<file path="config.mk">
export PLATFORM = sky130hd
export DESIGN_NAME = uart_receiver_flat
export DESIGN_NICKNAME = d
export VERILOG_FILES = /design/src/rtl/uart_pkg.sv /design/src/rtl/uart_receiver_if.sv /design/src/rtl/sync_2ff.sv /design/src/rtl/uart_receiver.sv /design/src/flat_wrapper.sv
export SDC_FILE = /design/constraint.sdc
export NUM_CORES = 1
export LEC_CHECK = 0
export ABC_AREA = 0
export CORE_MARGIN = 2
export CORE_UTILIZATION = 31
export CTS_CLUSTER_SIZE = 30
export DETAILED_ROUTE_END_ITERATION = 10
export GPL_TIMING_DRIVEN = 0
export MAX_ROUTING_LAYER = met4
export SLEW_MARGIN = 25
export SYNTH_ARGS = -nofsm -noshare
export SYNTH_HDL_FRONTEND = slang
export SYNTH_SLANG_ARGS = --single-unit
</file>
<file path="constraint.sdc">
create_clock -name clk_50m -period 2.13 [get_ports clk_50m]
set_input_delay 0.5325 -clock clk_50m [delete_from_list [all_inputs] [get_ports clk_50m]]
set_output_delay 0.5325 -clock clk_50m [all_outputs]
set_load 0.01 [all_outputs]
</file>
<file path="src/rtl/uart_pkg.sv">
// Shared UART definitions: FSM encodings and frame constants common to
// the transmitter and receiver.
package uart_pkg;

   typedef enum logic [1:0] {
      IDLE  = 2'b00,
      START = 2'b01,
      DATA  = 2'b10,
      STOP  = 2'b11
   } uart_state_e;

   localparam int UART_OVERSAMPLE = 16;
   localparam int UART_DATA_BITS  = 8;

endpackage

</file>
<file path="src/rtl/uart_receiver_if.sv">
// Receiver-facing UART bundle: line input, oversample enable, consumer
// acknowledge and the received byte with its status flags.
interface uart_receiver_if;
   import uart_pkg::*;

   logic                      clken_16x;
   logic                      Rx;
   logic                      rdy_clr;
   logic [UART_DATA_BITS-1:0] data_out;
   logic                      rdy;
   logic                      frame_err;
   logic                      overrun;
   logic                      Rx_busy;

   modport master (
      output clken_16x, Rx, rdy_clr,
      input  data_out, rdy, frame_err, overrun, Rx_busy
   );

   modport slave (
      input  clken_16x, Rx, rdy_clr,
      output data_out, rdy, frame_err, overrun, Rx_busy
   );

endinterface

</file>
<file path="src/rtl/sync_2ff.sv">
// Two-flop synchronizer for a single asynchronous input; reset value is
// a parameter so idle-high and idle-low lines can share it.
module sync_2ff #(
   parameter logic RST_VAL = 1'b1
) (
   input  logic clk_50m,
   input  logic rst_n,
   input  logic d,
   output logic q
);

   logic meta;

   always_ff @(posedge clk_50m or negedge rst_n) begin
      if (!rst_n) begin
         meta <= RST_VAL;
         q    <= RST_VAL;
      end else begin
         meta <= d;
         q    <= meta;
      end
   end

endmodule

</file>
<file path="src/rtl/uart_receiver.sv">
// 8N1 UART receiver: 16x oversampled, mid-bit sampling, sticky ready /
// frame-error / overrun flags cleared by the consumer.
module uart_receiver
   import uart_pkg::*;
#(
   parameter int OVERSAMPLE = UART_OVERSAMPLE
) (
   input  logic          clk_50m,
   input  logic          rst_n,
   uart_receiver_if.slave bus
);

   localparam int                CNT_W    = $clog2(OVERSAMPLE);
   localparam logic [CNT_W-1:0]  CNT_HALF = CNT_W'(OVERSAMPLE/2 - 1);
   localparam logic [CNT_W-1:0]  CNT_LAST = CNT_W'(OVERSAMPLE - 1);
   localparam logic [2:0]        LAST_BIT = 3'(UART_DATA_BITS - 1);

   logic                      rx_s;
   uart_state_e               state;
   logic [CNT_W-1:0]          sample_cnt;
   logic [2:0]                bit_pos;
   logic [UART_DATA_BITS-1:0] shreg;
   logic [UART_DATA_BITS-1:0] data_q;
   logic                      rdy_q;
   logic                      ferr_q;
   logic                      ovr_q;

   sync_2ff #(.RST_VAL(1'b1)) u_rx_sync (
      .clk_50m (clk_50m),
      .rst_n   (rst_n),
      .d       (bus.Rx),
      .q       (rx_s)
   );

   always_ff @(posedge clk_50m or negedge rst_n) begin
      if (!rst_n) begin
         state      <= IDLE;
         sample_cnt <= '0;
         bit_pos    <= '0;
         shreg      <= '0;
         data_q     <= '0;
         rdy_q      <= 1'b0;
         ferr_q     <= 1'b0;
         ovr_q      <= 1'b0;
      end else begin
         // Clear first so a completion on the same edge overrides it.
         if (bus.rdy_clr) begin
            rdy_q  <= 1'b0;
            ferr_q <= 1'b0;
            ovr_q  <= 1'b0;
         end
         if (bus.clken_16x) begin
            case (state)
               IDLE: begin
                  if (!rx_s) begin
                     state      <= START;
                     sample_cnt <= CNT_W'(1);
                  end
               end
               START: begin
                  if (rx_s) begin
                     state <= IDLE;
                  end else if (sample_cnt == CNT_HALF) begin
                     state      <= DATA;
                     sample_cnt <= '0;
                     bit_pos    <= '0;
                  end else begin
                     sample_cnt <= sample_cnt + 1'b1;
                  end
               end
               DATA: begin
                  sample_cnt <= sample_cnt + 1'b1;
                  if (sample_cnt == CNT_LAST) begin
                     shreg[bit_pos] <= rx_s;
                     if (bit_pos == LAST_BIT) state <= STOP;
                     else                     bit_pos <= bit_pos + 1'b1;
                  end
               end
               STOP: begin
                  sample_cnt <= sample_cnt + 1'b1;
                  // Leave at mid-stop so a back-to-back start edge is not missed.
                  if (sample_cnt == CNT_LAST) begin
                     state <= IDLE;
                     if (rx_s) begin
                        data_q <= shreg;
                        rdy_q  <= 1'b1;
                        if (rdy_q) ovr_q <= 1'b1;
                     end else begin
                        ferr_q <= 1'b1;
                     end
                  end
               end
               default: state <= IDLE;
            endcase
         end
      end
   end

   assign bus.data_out  = data_q;
   assign bus.rdy       = rdy_q;
   assign bus.frame_err = ferr_q;
   assign bus.overrun   = ovr_q;
   assign bus.Rx_busy   = (state != IDLE);

endmodule

</file>
<file path="src/flat_wrapper.sv">
// flat-port wrapper written by rule: the top's interface ports become plain ports
module uart_receiver_flat import uart_pkg::*;
#(
   parameter int OVERSAMPLE = UART_OVERSAMPLE
)
  (clk_50m, rst_n, bus_clken_16x, bus_Rx, bus_rdy_clr, bus_data_out, bus_rdy, bus_frame_err, bus_overrun, bus_Rx_busy);
  uart_receiver_if bus_i ();
  input  logic clk_50m;
  input  logic rst_n;
  input wire logic [$bits(bus_i.clken_16x)-1:0] bus_clken_16x;
  input wire logic [$bits(bus_i.Rx)-1:0] bus_Rx;
  input wire logic [$bits(bus_i.rdy_clr)-1:0] bus_rdy_clr;
  output wire logic [$bits(bus_i.data_out)-1:0] bus_data_out;
  output wire logic [$bits(bus_i.rdy)-1:0] bus_rdy;
  output wire logic [$bits(bus_i.frame_err)-1:0] bus_frame_err;
  output wire logic [$bits(bus_i.overrun)-1:0] bus_overrun;
  output wire logic [$bits(bus_i.Rx_busy)-1:0] bus_Rx_busy;
  assign bus_i.clken_16x = bus_clken_16x;
  assign bus_i.Rx = bus_Rx;
  assign bus_i.rdy_clr = bus_rdy_clr;
  assign bus_data_out = bus_i.data_out;
  assign bus_rdy = bus_i.rdy;
  assign bus_frame_err = bus_i.frame_err;
  assign bus_overrun = bus_i.overrun;
  assign bus_Rx_busy = bus_i.Rx_busy;
  uart_receiver #(.OVERSAMPLE(OVERSAMPLE)) u_core (.clk_50m(clk_50m), .rst_n(rst_n), .bus(bus_i));
endmodule
</file>
==> run metrics <==
Sw Ratio 30.62%; Area contributors post-synth dfrtp_1, mux2_2, dfstp_2; initial antenna violation count 0; pwr dens 823.2 nW/um2; Die Y 71.74 um; CP max stage cell dfrtp_1; share of cells above drive strength 1 24.64%; Syn Inst Count 115; Leakage 0.7662 nW; cell taking the most area after synthesis dfrtp_1; CTS Root Cell clkbuf_8; Routed WL 2.663 mm; dpl cell area 1643 um2; flops & latches, synth 30; hold bufs inserted after CTS 0; P&R area growth vs syn 21.11%; Final setup violation count 0; Peak supply drop 0.2167 mV; Seq/Total Area, Yosys 52.95%; Critical Path Max Stage Delay 0.42 ns; clk slew on worst S/H paths 0.06 ns; YS warnings 0; Num CTS Buffers 5; crit path cell chain buf_4, nor2_2, inv_1, dlygate4sd2_1; Final Cell Area 1723 um2; post-route clock period utilization 91.46%; Post-synth EDFFs 0; Peak Freq 0.5133 GHz; global-route usage over all layers 11.97%; fill count 438; synthesized area 1423 um2; syn avg cell area 12.37 um2; GPL Wtd Cong 0.7826; worst slew margin relative to its limit 55.70%; Setup CP Type reg2out; First-pass DRT Iterations 4; I/O pins 17; vias in the first global route 997; Core Area 4384 um2; status completed; fin. max-slew vios 0; Clock Sinks 30; clk buf depth 2; number of routed nets with antenna violations 0; Max FO, Critical Path 10; Logic pwr share 23.7%; drt initial violations 32; Yosys top cell area share 49.25%; final hold viol count 0; PnR worst setup slack 0.1820 ns; GR Overflow Total 0; first-pass GRT wire length 4.595 mm; Die X-Extent 71.74 um; Initial Util 32.45%; Async S/R FF share, synth 100.0%; H-tree depth 2; type of origin of the critical path flip-flop; largest net degree at the start of global routing 31; Critical Path RT 1.60 ns; FP Rows 24; Hold Path Class in2async; n_diodes 0; Worst Skew 0.004608 ns; setup_tns 0 ns; Die Footprint 5147 um2; Worst-Margin Slew 0.6646 ns; Clk pwr share 29.2%; max-cap violation count 0; # port buffers 16; TritonCTS clock tree done; CP arrival 1.42 ns; Hold WS 0.2901 ns; internal power 0.0009841 W; min Tclk post-route 1.948 ns; # resized after CTS 3; vias per cell 5.279; switching power 0.0004343 W; Setup Fix Bufs, Post-CTS 0; vias 1003; Core Util, Final 39.30%; Setup crit end kind primary output; post-place setup slack -0.02313 ns; Crit Reg-Reg Startpoint u_core.bit_pos[1]$_DFFE_PN0P_; Post-route DRC 0; wire length per cell 14.02 um; Yosys cell types 38; Post-Syn Nets 123; Synth Flop Type dfrtp_1; setup repair after global routing missed its margin false; Post-layout nets 146; Sequential Power Share 47.1%; clk_lat worst skew 0.27 ns; dpl hpwl 1.828 mm
worst max-delay path, delay by kind of cell (launching register included):
kind	cells	cell delay, ns
DFF	1	0.42
and+or+nand+nor	1	0.16
buffers and inverters	3	0.56
layout by cell type, fill, tap and decap left out, drive strengths merged, types with 2 or more instances in the layout:
cell,synthesis,routed
a31oi,3,3
clkbuf,3,10
o22ai,2,2
a21oi,2,2
nand4,3,3
a22o,2,2
clkdlybuf4s50,0,14
a211oi,2,2
nor4b,2,2
nand3,5,5
dfrtp,28,28
buf,3,4
nor3b,2,2
nor4bb,2,2
dfstp,2,2
mux2,17,17
and3,2,2
a41oi,2,2
o21ai,4,4
inv,8,8
and4,2,2
nand3b,4,4
ha,3,3
sequential cells by signal, indices dropped and copies added, names as in the netlist, named ones only:
name and flops:
u_core.bus.frame_err 1, u_core.bus.rdy 1, u_core.bus.data_out 8, u_core.u_rx_sync.q 1, u_core.state 1, u_core.u_rx_sync.meta 1, u_core.sample_cnt 4, u_core.shreg 8
u_core.bit_pos 3, u_core.bus.overrun 1
area by class of cell:
| type | instances | area [um2] | share of cell area (%) |
|---|---|---|---|
| repair buffers | 16 | 153.9 | 8.932 |
| plain buffers | 6 | 38.79 | 2.251 |
| flip-flops and latches | 30 | 753.2 | 43.72 |
| clock buffers | 7 | 76.32 | 4.430 |
| well taps | 52 | 65.06 | 3.776 |
| inverters | 8 | 30.03 | 1.743 |
| multi-input cells | 71 | 605.6 | 35.15 |
through the flow:
stage / power [W] / std cells
2_1_floorplan: 0.0009010 / 115
3_3_place_gp: 0.0009948 / 183
3_5_place_dp: 0.001014 / 183
4_1_cts: 0.001443 / 190
5_1_grt: 0.001517 / 190
6_report: 0.001418 / 190
routing by layer:
metal | vias to the layer above | part of all wire (%) | GRT usage [%]
met4 | 0 | 0.71 | 4.403
met3 | 2 | 3.8 | 4.219
met1 | 502 | 45 | 13.71
li1 | 478 | - | -
met5 | - | 0 | -
met2 | 21 | 51 | 19.34
worst paths after layout:
kind / end / slack (ns) / cells after the start
min: u_core.bus.data_out[4]$_DFFE_PN0P_ / 0.29 / 1
min reg2reg: u_core.u_rx_sync.q$_DFF_PN1_ / 0.36 / 0
max: bus_Rx_busy / 0.18 / 4
min in group clk_50m: u_core.u_rx_sync.q$_DFF_PN1_ / 0.36 / 0
max in group asynchronous: u_core.bus.overrun$_DFF_PN0_ / 1.41 / 1
max reg2reg: u_core.bit_pos[0]$_DFFE_PN0P_ / 0.22 / 5
power by group through the flow:
| stage | clock network [W] | logic [W] | registers, W |
|---|---|---|---|
| final | 0.000414 | 0.000335 | 0.000669 |
| after floorplan | 0 | 0.000238 | 0.000663 |
| after CTS | 0.000436 | 0.000338 | 0.000669 |
| after detailed placement | 0 | 0.000336 | 0.000677 |
| after global routing | 0.000464 | 0.000374 | 0.000680 |
| after global placement | 0 | 0.000318 | 0.000677 |
cells in the mapped netlist (3+ instances only):
cell type / count
nand3b_1: 4
ha_1: 3
o21ai_0: 4
nand3_1: 5
a31oi_1: 3
inv_1: 8
dfrtp_1: 28
mux2_2: 17
cell families after synthesis:
group                      count (synthesis)  share of synthesized area, %
DFF                                       30                         52.95
adders and majority gates                  3                         2.639
and+or+nand+nor                           29                         15.39
buffers and inverters                     14                         4.661
AOI/OAI and AO/OA                         22                         10.91
muxes                                     17                         13.46
(Power assumes the default switching activity.)
